**config.mk**
```make
export PLATFORM = sky130hd
export DESIGN_NAME = if_stage
export DESIGN_NICKNAME = d
export VERILOG_FILES = /design/src/rtl/riscv_pkg.sv /design/src/rtl/if_id_reg.sv /design/src/rtl/if_stage.sv
export SDC_FILE = /design/constraint.sdc
export NUM_CORES = 1
export LEC_CHECK = 0
export ABC_AREA = 1
export CAP_MARGIN = 20
export CORE_UTILIZATION = 51
export CTS_BUF_LIST = sky130_fd_sc_hd__clkbuf_2
export DETAILED_ROUTE_END_ITERATION = 8
export GPL_ROUTABILITY_DRIVEN = 0
export PLACE_DENSITY = 0.94
export SLEW_MARGIN = 30
export SYNTH_ARGS = -nofsm -noshare
export SYNTH_HDL_FRONTEND = slang
export SYNTH_SLANG_ARGS = --single-unit
```
**constraint.sdc**
```tcl
create_clock -name clk -period 2.35 [get_ports clk]
set_clock_uncertainty 0.15 [all_clocks]
set_input_delay 0.5875 -clock clk [delete_from_list [all_inputs] [get_ports clk]]
set_output_delay 0.5875 -clock clk [all_outputs]
set_load 0.05 [all_outputs]
```
**src/rtl/riscv_pkg.sv**
```systemverilog
// rtl/riscv_pkg.sv - shared RISC-V pipeline constants and fetch FSM encoding
//
// Contents:
//   fetch_state_e : fetch FSM states (BOOT, RUN, HALT)
//   RV_NOP        : canonical bubble instruction, addi x0,x0,0
//   PC_INCR       : sequential fetch increment in bytes
package riscv_pkg;

    typedef enum logic [1:0] {
        ST_BOOT = 2'd0,
        ST_RUN  = 2'd1,
        ST_HALT = 2'd2
    } fetch_state_e;

    localparam logic [31:0] RV_NOP  = 32'h0000_0013;
    localparam int unsigned PC_INCR = 4;

endpackage

```
**src/rtl/if_id_reg.sv**
```systemverilog
// rtl/if_id_reg.sv - IF/ID pipeline register with hold and bubble controls
//
// Ports:
//   clk, rst          : clock, asynchronous active-low reset
//   hold              : keep every field unchanged
//   bubble            : load NOP with valid=0, keep pc/pc4 (wins over hold)
//   fetch_pc/pc4/instr: values captured on a normal load
//   if_id_pc/pc4/instr/valid : registered outputs
module if_id_reg
    import riscv_pkg::*;
#(
    parameter int unsigned      XLEN         = 32,
    parameter logic [XLEN-1:0]  RESET_VECTOR = '0,
    parameter logic [31:0]      NOP_INSTR    = RV_NOP
) (
    input  logic            clk,
    input  logic            rst,
    input  logic            hold,
    input  logic            bubble,
    input  logic [XLEN-1:0] fetch_pc,
    input  logic [XLEN-1:0] fetch_pc4,
    input  logic [31:0]     fetch_instr,
    output logic [XLEN-1:0] if_id_pc,
    output logic [XLEN-1:0] if_id_pc4,
    output logic [31:0]     if_id_instr,
    output logic            if_id_valid
);

    localparam logic [XLEN-1:0] PC_STEP = XLEN'(PC_INCR);

    always_ff @(posedge clk or negedge rst) begin
        if (!rst) begin
            if_id_pc    <= RESET_VECTOR;
            if_id_pc4   <= RESET_VECTOR + PC_STEP;
            if_id_instr <= NOP_INSTR;
            if_id_valid <= 1'b0;
        end else if (bubble) begin
            // pc/pc4 deliberately keep their old values
            if_id_instr <= NOP_INSTR;
            if_id_valid <= 1'b0;
        end else if (!hold) begin
            if_id_pc    <= fetch_pc;
            if_id_pc4   <= fetch_pc4;
            if_id_instr <= fetch_instr;
            if_id_valid <= 1'b1;
        end
    end

endmodule

```
**src/rtl/if_stage.sv**
```systemverilog
// rtl/if_stage.sv - instruction fetch stage: PC, fetch FSM and IF/ID register
//
// Ports:
//   clk, rst                   : clock, asynchronous active-low reset
//   stall_i                    : hold PC and IF/ID
//   redirect_i, redirect_pc_i  : taken branch/jump, flushes IF/ID (beats stall)
//   halt_i                     : stop fetching, enter HALT until reset
//   imem_addr_o, imem_rdata_i  : combinational-read instruction memory
//   if_id_pc_o/pc4_o/instr_o/valid_o : IF/ID register outputs
//   misalign_o                 : sticky, redirect target had bits[1:0] != 0
//   halted_o                   : FSM is in HALT
module if_stage
    import riscv_pkg::*;
#(
    parameter int unsigned      XLEN         = 32,
    parameter logic [XLEN-1:0]  RESET_VECTOR = '0,
    parameter logic [31:0]      NOP_INSTR    = RV_NOP
) (
    input  logic            clk,
    input  logic            rst,
    input  logic            stall_i,
    input  logic            redirect_i,
    input  logic [XLEN-1:0] redirect_pc_i,
    input  logic            halt_i,
    output logic [XLEN-1:0] imem_addr_o,
    input  logic [31:0]     imem_rdata_i,
    output logic [XLEN-1:0] if_id_pc_o,
    output logic [XLEN-1:0] if_id_pc4_o,
    output logic [31:0]     if_id_instr_o,
    output logic            if_id_valid_o,
    output logic            misalign_o,
    output logic            halted_o
);

    localparam logic [XLEN-1:0] PC_STEP = XLEN'(PC_INCR);

    fetch_state_e    state_q, state_d;
    logic [XLEN-1:0] pc_q, pc_d;
    logic [XLEN-1:0] pc_plus4;
    logic            misalign_q, misalign_d;
    logic            ifid_hold, ifid_bubble;

    assign pc_plus4 = pc_q + PC_STEP;

    always_ff @(posedge clk or negedge rst) begin
        if (!rst) begin
            state_q    <= ST_BOOT;
            pc_q       <= RESET_VECTOR;
            misalign_q <= 1'b0;
        end else begin
            state_q    <= state_d;
            pc_q       <= pc_d;
            misalign_q <= misalign_d;
        end
    end

    always_comb begin
        state_d     = state_q;
        pc_d        = pc_q;
        misalign_d  = misalign_q;
        ifid_hold   = 1'b0;
        ifid_bubble = 1'b0;
        case (state_q)
            ST_BOOT: begin
                // one settling edge: PC stays at the reset vector
                state_d     = ST_RUN;
                ifid_bubble = 1'b1;
            end
            ST_RUN: begin
                if (redirect_i) begin
                    pc_d        = {redirect_pc_i[XLEN-1:2], 2'b00};
                    ifid_bubble = 1'b1;
                    if (redirect_pc_i[1:0] != 2'b00) begin
                        misalign_d = 1'b1;
                    end
                end else if (halt_i) begin
                    // freeze PC at the halting fetch and start draining IF/ID
                    ifid_bubble = 1'b1;
                end else if (stall_i) begin
                    ifid_hold = 1'b1;
                end else begin
                    pc_d = pc_plus4;
                end
                if (halt_i) begin
                    state_d = ST_HALT;
                end
            end
            ST_HALT: begin
                ifid_bubble = 1'b1;
            end
            default: begin
                state_d     = ST_BOOT;
                ifid_bubble = 1'b1;
            end
        endcase
    end

    if_id_reg #(
        .XLEN         (XLEN),
        .RESET_VECTOR (RESET_VECTOR),
        .NOP_INSTR    (NOP_INSTR)
    ) u_if_id_reg (
        .clk         (clk),
        .rst         (rst),
        .hold        (ifid_hold),
        .bubble      (ifid_bubble),
        .fetch_pc    (pc_q),
        .fetch_pc4   (pc_plus4),
        .fetch_instr (imem_rdata_i),
        .if_id_pc    (if_id_pc_o),
        .if_id_pc4   (if_id_pc4_o),
        .if_id_instr (if_id_instr_o),
        .if_id_valid (if_id_valid_o)
    );

    assign imem_addr_o = pc_q;
    assign misalign_o  = misalign_q;
    assign halted_o    = (state_q == ST_HALT);

endmodule

```
==> results of run 1 <==
==> per-stage QoR <==
stage          power (µW)  cell area (µm²)  std cells  util [%]
6_report            11240             8107       1062     71.30
5_1_grt             11850             8107       1062     71.30
4_1_cts             11360             8317       1059     73.15
3_5_place_dp        10160             8005       1026     70.41
3_3_place_gp        10020             8005       1026     70.41
2_1_floorplan        7845             5954        712         -
==> cell usage after synthesis <==
cell / n / area (µm²)
a21oi_1: 9 / 45.04
a21oi_2: 2 / 17.52
a22o_1: 29 / 254.0
a2bb2oi_1: 3 / 26.28
and2_1: 1 / 6.260
buf_2: 20 / 100.1
buf_4: 10 / 75.07
clkbuf_1: 7 / 26.28
conb_1: 1 / 3.750
dfrtp_1: 122 / 3053
dfstp_2: 4 / 105.1
ha_1: 1 / 12.51
inv_1: 41 / 153.9
inv_2: 4 / 15.01
nand2_1: 242 / 908.4
nand2_2: 7 / 43.79
nand2_8: 1 / 20.02
nand3_1: 38 / 190.2
nand4_2: 1 / 12.51
nor2_1: 77 / 289.0
nor2_2: 5 / 31.28
nor2_4: 4 / 45.04
nor2_8: 3 / 60.06
nor3_1: 1 / 5.000
o211ai_1: 2 / 15.01
o21a_1: 6 / 45.04
o21ai_0: 46 / 230.2
o21ai_1: 4 / 20.02
o21ai_2: 1 / 8.760
o21bai_1: 1 / 7.510
o22a_1: 3 / 26.28
o22ai_1: 3 / 18.77
o31ai_1: 2 / 15.01
or2_2: 1 / 6.260
xor2_1: 5 / 43.79
==> cell type report <==
type | instances | area share [%]
Multi-Input combinational cell | 504 | 30.10
Tap cell | 143 | 2.207
Clock buffer | 18 | 1.111
Clock inverter | 14 | 1.852
Inverter | 45 | 2.084
Sequential cell | 126 | 38.96
Timing Repair Buffer | 212 | 23.69
==> flip-flops by register name, indices dropped and copies added (netlist names) <==
| name | count |
|---|---|
| u_if_id_reg.if_id_instr | 32 |
| imem_addr_o | 30 |
| u_if_id_reg.if_id_pc4 | 30 |
| u_if_id_reg.if_id_pc | 30 |
| state_q | 2 |
| misalign_o | 1 |
| u_if_id_reg.if_id_valid | 1 |
==> final timing paths <==
path	startpoint	depth (start not counted)	to	slack [ns]
max in group asynchronous	rst	3	u_if_id_reg.if_id_instr[1]	1.16
min in group clk	imem_rdata_i[26]	2	u_if_id_reg.if_id_instr[26]	0.35
setup / recovery	u_if_id_reg.if_id_instr[23]	1	if_id_instr_o[23]	0.13
hold / removal	rst	2	imem_addr_o[14]	0.24
setup reg to reg	imem_addr_o[4]	9	imem_addr_o[29]	0.48
hold reg to reg	u_if_id_reg.if_id_pc4[26]	2	u_if_id_reg.if_id_pc4[26]	0.35
==> kinds of logic after synthesis <==
kind of cell,share of synthesized area (%)
xor gates and xnor gates,0.7377
DFF,53.20
AOI/OAI and AO/OA,12.29
buffers and inverters,6.240
and+or+nand+nor,27.26
other,0.06318
adders and majority gates,0.2108
==> layout by cell type (no fill, tap or decap), drive strengths merged, types with 29 or more instances in the layout <==
cell and n:
nand2 250, a22o 29, clkdlybuf4s50 67, nor2 89, dfrtp 122, clkdlybuf4s15 42
buf 65, o21ai 51, inv 45, clkbuf 55, nand3 38
==> routing by layer <==
layer / track usage [%] / vias to the layer above
met5: 0 / -
met1: 36.98 / 2687
met3: 9.899 / 40
met4: 12.48 / 0
li1: - / 2668
met2: 49.33 / 295
==> power groups by stage <==
stage	clock (µW)	sequential [µW]	combinational (µW)
2_1_floorplan	0	6260	1590
3_3_place_gp	0	3720	6300
3_5_place_dp	0	3740	6420
4_1_cts	1400	3700	6260
5_1_grt	1500	3800	6540
6_report	1380	3710	6150
==> repair_timing <==
item                                    4_1_cts  5_1_grt
endpoints found under the setup margin       88       47
resized for setup                           227       57
endpoints found under the hold margin        30        0
hold buffers                                  1        0
buffers inserted                              0        3
==> run metrics, run 1 <==
Inserted Diodes=0; Maximum Capacitance Violations=0; Crit Path Class=reg2out; Hold WS=0.2351 ns; clock buffer depth=2; first-pass GRT wire length=27190 µm; Final Setup Violations=0; Die ar.=12070 µm²; required time worst endpoint=1.61 ns; initial DRC count=430; worst path bufs/invs=1; DRT met1 WL=6776 µm; Clock power frac=12.3%; CP top delay family=flip-flops; Syn Area/Cell=8.396 µm²; Worst Path Arrival=1.48 ns; 1st-pass router iterations=5; min-delay worst type=in2async; uppermost layer routed=met4; Worst path max stage delay=0.42 ns; Core ar.=11370 µm²; post-route ant nets=0; average wire per standard cell=16.32 µm; crit path max fanout=2; Final Hold Viols=0; Detailed Route WL=17330 µm; CTS tree=built; nets@finish=976; Synth-to-Final Area Change=36.57%; YS warnings=0; initial core utilization=52.21%; critical path, cell by cell=clkdlybuf4s15_2; Met3 Wirelength=1608 µm; maximum clock rate=450.3 MHz; crit path capture type=primary output; largest net degree at the start of global routing=84; Ports=200; sequential share of power=33.0%; die width=109.9 µm; CTS clk-pin slew, worst paths=0.19 ns; Final Max Tran Viols=0; gr ovfl total=0; #FFs+latches synth=126; fin worst setup slack=0.1294 ns; leakage=0.004041 µW; period utilization=94.50%; switching part of the total=53.62%; DR vias/cell=5.358; Unique masters post-synth=35; sequential-to-total area share from yosys stat=53.20%; clk_lat worst skew=0.67 ns; DRC Markers=0; share of cells above drive strength 1=22.63%; filler instances=855; GR Util All Layers=30.27%; total CTS buffers=17; H-tree levels=4; area taken by multi-input logic gates=2440 µm²; number of global-route vias before repair=5605; Via Count=5690; die height=109.9 µm; internal power=5213 µW; Post-DP HPWL=12750 µm; # rows=39; Syn Std Cell Area=5936 µm²; combinational fraction of design power=54.7%; crit path time final=2.221 ns; Power Density=1386 nW/µm²; setup total negative slack=0 ns; synthesized instance count=707; initial antenna violation count=0; Met2 Wirelength=8545 µm; crit path launch type=flop; clk sink count=126; setup repair after global routing missed its margin=false; pre-CTS WS=-0.001144 ns; Psw=6026 µW; highest ir drop seen on vdd=1.035 mV; sequential standard cell area=3158 µm²; status=finished clean; PortBufs=193; root buf cell=clkbuf_2; Critical-path top delay cell=dfrtp_1
(Power assumes the default switching activity.)
==> run 2, diff against run 1 <==
REMOVE_ABC_BUFFERS = 1   (was not set)
==> run 2 against run 1 <==
Compared with the run above:
- non-clock buffer count decreased by 3
- worst hold slack better by 0.062 ns
- total power shrank 1.5%
- register-to-register slack improved by 0.05 ns
- setup slack got worse by 0.040 ns
- combinational power barely moved
- wire length is 3.3% lower
- largest power group unchanged
==> run metrics, run 2 (same netlist as run 1, synthesis figures left out) <==
Crit Path Class=reg2out; Worst Path Arrival=1.52 ns (+0.04 ns); die width=109.9 µm (unchanged); Power Density=1377 nW/µm² (-0.65%); GR Util All Layers=28.46% (-1.8 points); Synth-to-Final Area Change=35.39%; initial antenna violation count=0 (unchanged); nets@finish=973 (-0.31%); Post-Place Cells=1026 (unchanged); CP top delay family=flip-flops; Die ar.=12070 µm² (unchanged); share of cells above drive strength 1=22.16% (-0.47 points); root buf cell=clkbuf_2; crit path max fanout=4 (+2); Critical-path top delay cell=dfrtp_1; filler instances=891 (+4.2%); average wire per standard cell=15.82 µm (-3.1%); maximum clock rate=442.4 MHz (-1.8%); clk_lat worst skew=0.68 ns (about the same); first-pass GRT wire length=25790 µm (-5.1%); Final Max Tran Viols=0 (unchanged); Core ar.=11370 µm² (unchanged); clk sink count=126 (unchanged); Inserted Diodes=0 (unchanged); gr ovfl total=0 (unchanged); most common cell after layout, fill and taps aside=nand2_1; 1st-pass router iterations=6 (+1); Via Count=5587 (-1.8%); Post-DP HPWL=12060 µm (-5.4%); number of global-route vias before repair=5183 (-7.5%); required time worst endpoint=1.61 ns (about the same); Largest register FFs=32 (unchanged); clock buffer depth=2 (unchanged); Final Hold Viols=0 (unchanged); Final Setup Violations=0 (unchanged); status=finished clean; commonest cells after routing, fill and taps aside=nand2_1 (242), dfrtp_1 (122), nor2_1 (76); combinational fraction of design power=55.3% (+0.6 points); Maximum Capacitance Violations=0 (unchanged); Ports=200 (unchanged); internal power=5146 µW (-1.3%); placed cell areas=7993 µm² (-0.16%); Psw=5923 µW (-1.7%); DRC Markers=0 (unchanged); CTS clk-pin slew, worst paths=0.17 ns (-0.02 ns); initial core utilization=52.21% (unchanged); crit path capture type=primary output; design area=8036 µm² (-0.86%); switching part of the total=53.51% (-0.11 points); leakage=0.004022 µW (-0.48%); setup repair after global routing missed its margin=false; initial DRC count=483 (+12%); worst path bufs/invs=1 (unchanged); PortBufs=193 (unchanged); crit path time final=2.260 ns (+0.03959 ns); highest ir drop seen on vdd=1.024 mV (-1.1%); Biggest register=u_if_id_reg.if_id_instr; crit path launch type=flop; DR vias/cell=5.276 (-1.5%); Worst path max stage delay=0.44 ns (+0.02 ns); min-delay worst type=in2async; critical path, cell by cell=clkdlybuf4s15_2; period utilization=96.18% (+1.7 points); H-tree levels=4 (unchanged); postcts setup bufs=0 (unchanged); setup total negative slack=0 ns (unchanged); CTS tree=built; total CTS buffers=17 (unchanged); Clock power frac=11.2% (-1.1 points); post-route insts no fill=1059 (-0.28%); sequential share of power=33.5% (+0.5 points); post-route ant nets=0 (unchanged); Detailed Route WL=16760 µm (-3.3%); die height=109.9 µm (unchanged); largest net degree at the start of global routing=87 (+3.6%); # rows=39 (unchanged)
-- run 2: layout make-up --
type / count / area [µm²] / share of cell area [%]
clock inverters: 11 / 100.1 / 1.246
repair buffers: 209 / 1888 / 23.49
multi-input cells: 504 / 2437 / 30.33
inverters: 45 / 168.9 / 2.102
clock buffers: 21 / 105.1 / 1.308
flip-flops and latches: 126 / 3158 / 39.30
well taps: 143 / 178.9 / 2.226
-- run 2: power groups by stage --
| stage | combinational [µW] | sequential, µW | clock [µW] |
|---|---|---|---|
| 5_1_grt | 6500 | 3820 | 1360 |
| 6_report | 6120 | 3710 | 1240 |
| 3_3_place_gp | 6290 | 3700 | 0 |
| 4_1_cts | 6230 | 3690 | 1260 |
| 3_5_place_dp | 6390 | 3730 | 0 |
| 2_1_floorplan | 1530 | 6260 | 0 |
-- run 2: metrics by stage --
step	worst slack, ns	util [%]	power [µW]	hold WS, ns
6_report	0.08977	70.68	11070	0.2973
5_1_grt	0.004802	70.68	11680	0.2940
4_1_cts	0.0001845	72.59	11190	0.2984
3_5_place_dp	0.03019	70.30	10120	0.3049
3_3_place_gp	0.1500	70.30	9986	0.3103
2_1_floorplan	-1.322	-	7789	0.1419
-- run 2: metal layers --
metal | track usage [%] | vias up | wire, µm
met3 | 8.121 | 38 | 1441
met4 | 8.952 | 0 | 315
li1 | - | 2662 | -
met1 | 35.28 | 2640 | 6949
met5 | 0 | - | 0
met2 | 47.90 | 247 | 8050
-- run 2: final timing paths --
kind	slack [ns]	depth (start not counted)	end	startpoint
min in group clk	0.33	2	u_if_id_reg.if_id_instr[1]	imem_rdata_i[1]
worst min register to register	0.35	1	state_q[0]	state_q[1]
worst max-delay path	0.09	1	imem_addr_o[5]	imem_addr_o[5]
worst min-delay path	0.30	3	u_if_id_reg.if_id_pc4[28]	rst
worst max register to register	0.53	10	imem_addr_o[20]	imem_addr_o[3]
max in group asynchronous	1.32	3	u_if_id_reg.if_id_instr[0]	rst
-- run 2: repair_timing --
action | 4_1_cts | 5_1_grt
hold buffers | 1 | 0
cloned | 0 | 0
hold endpoints to repair | 122 | 0
setup endpoints to repair | 93 | 45
resized for setup | 231 | 58
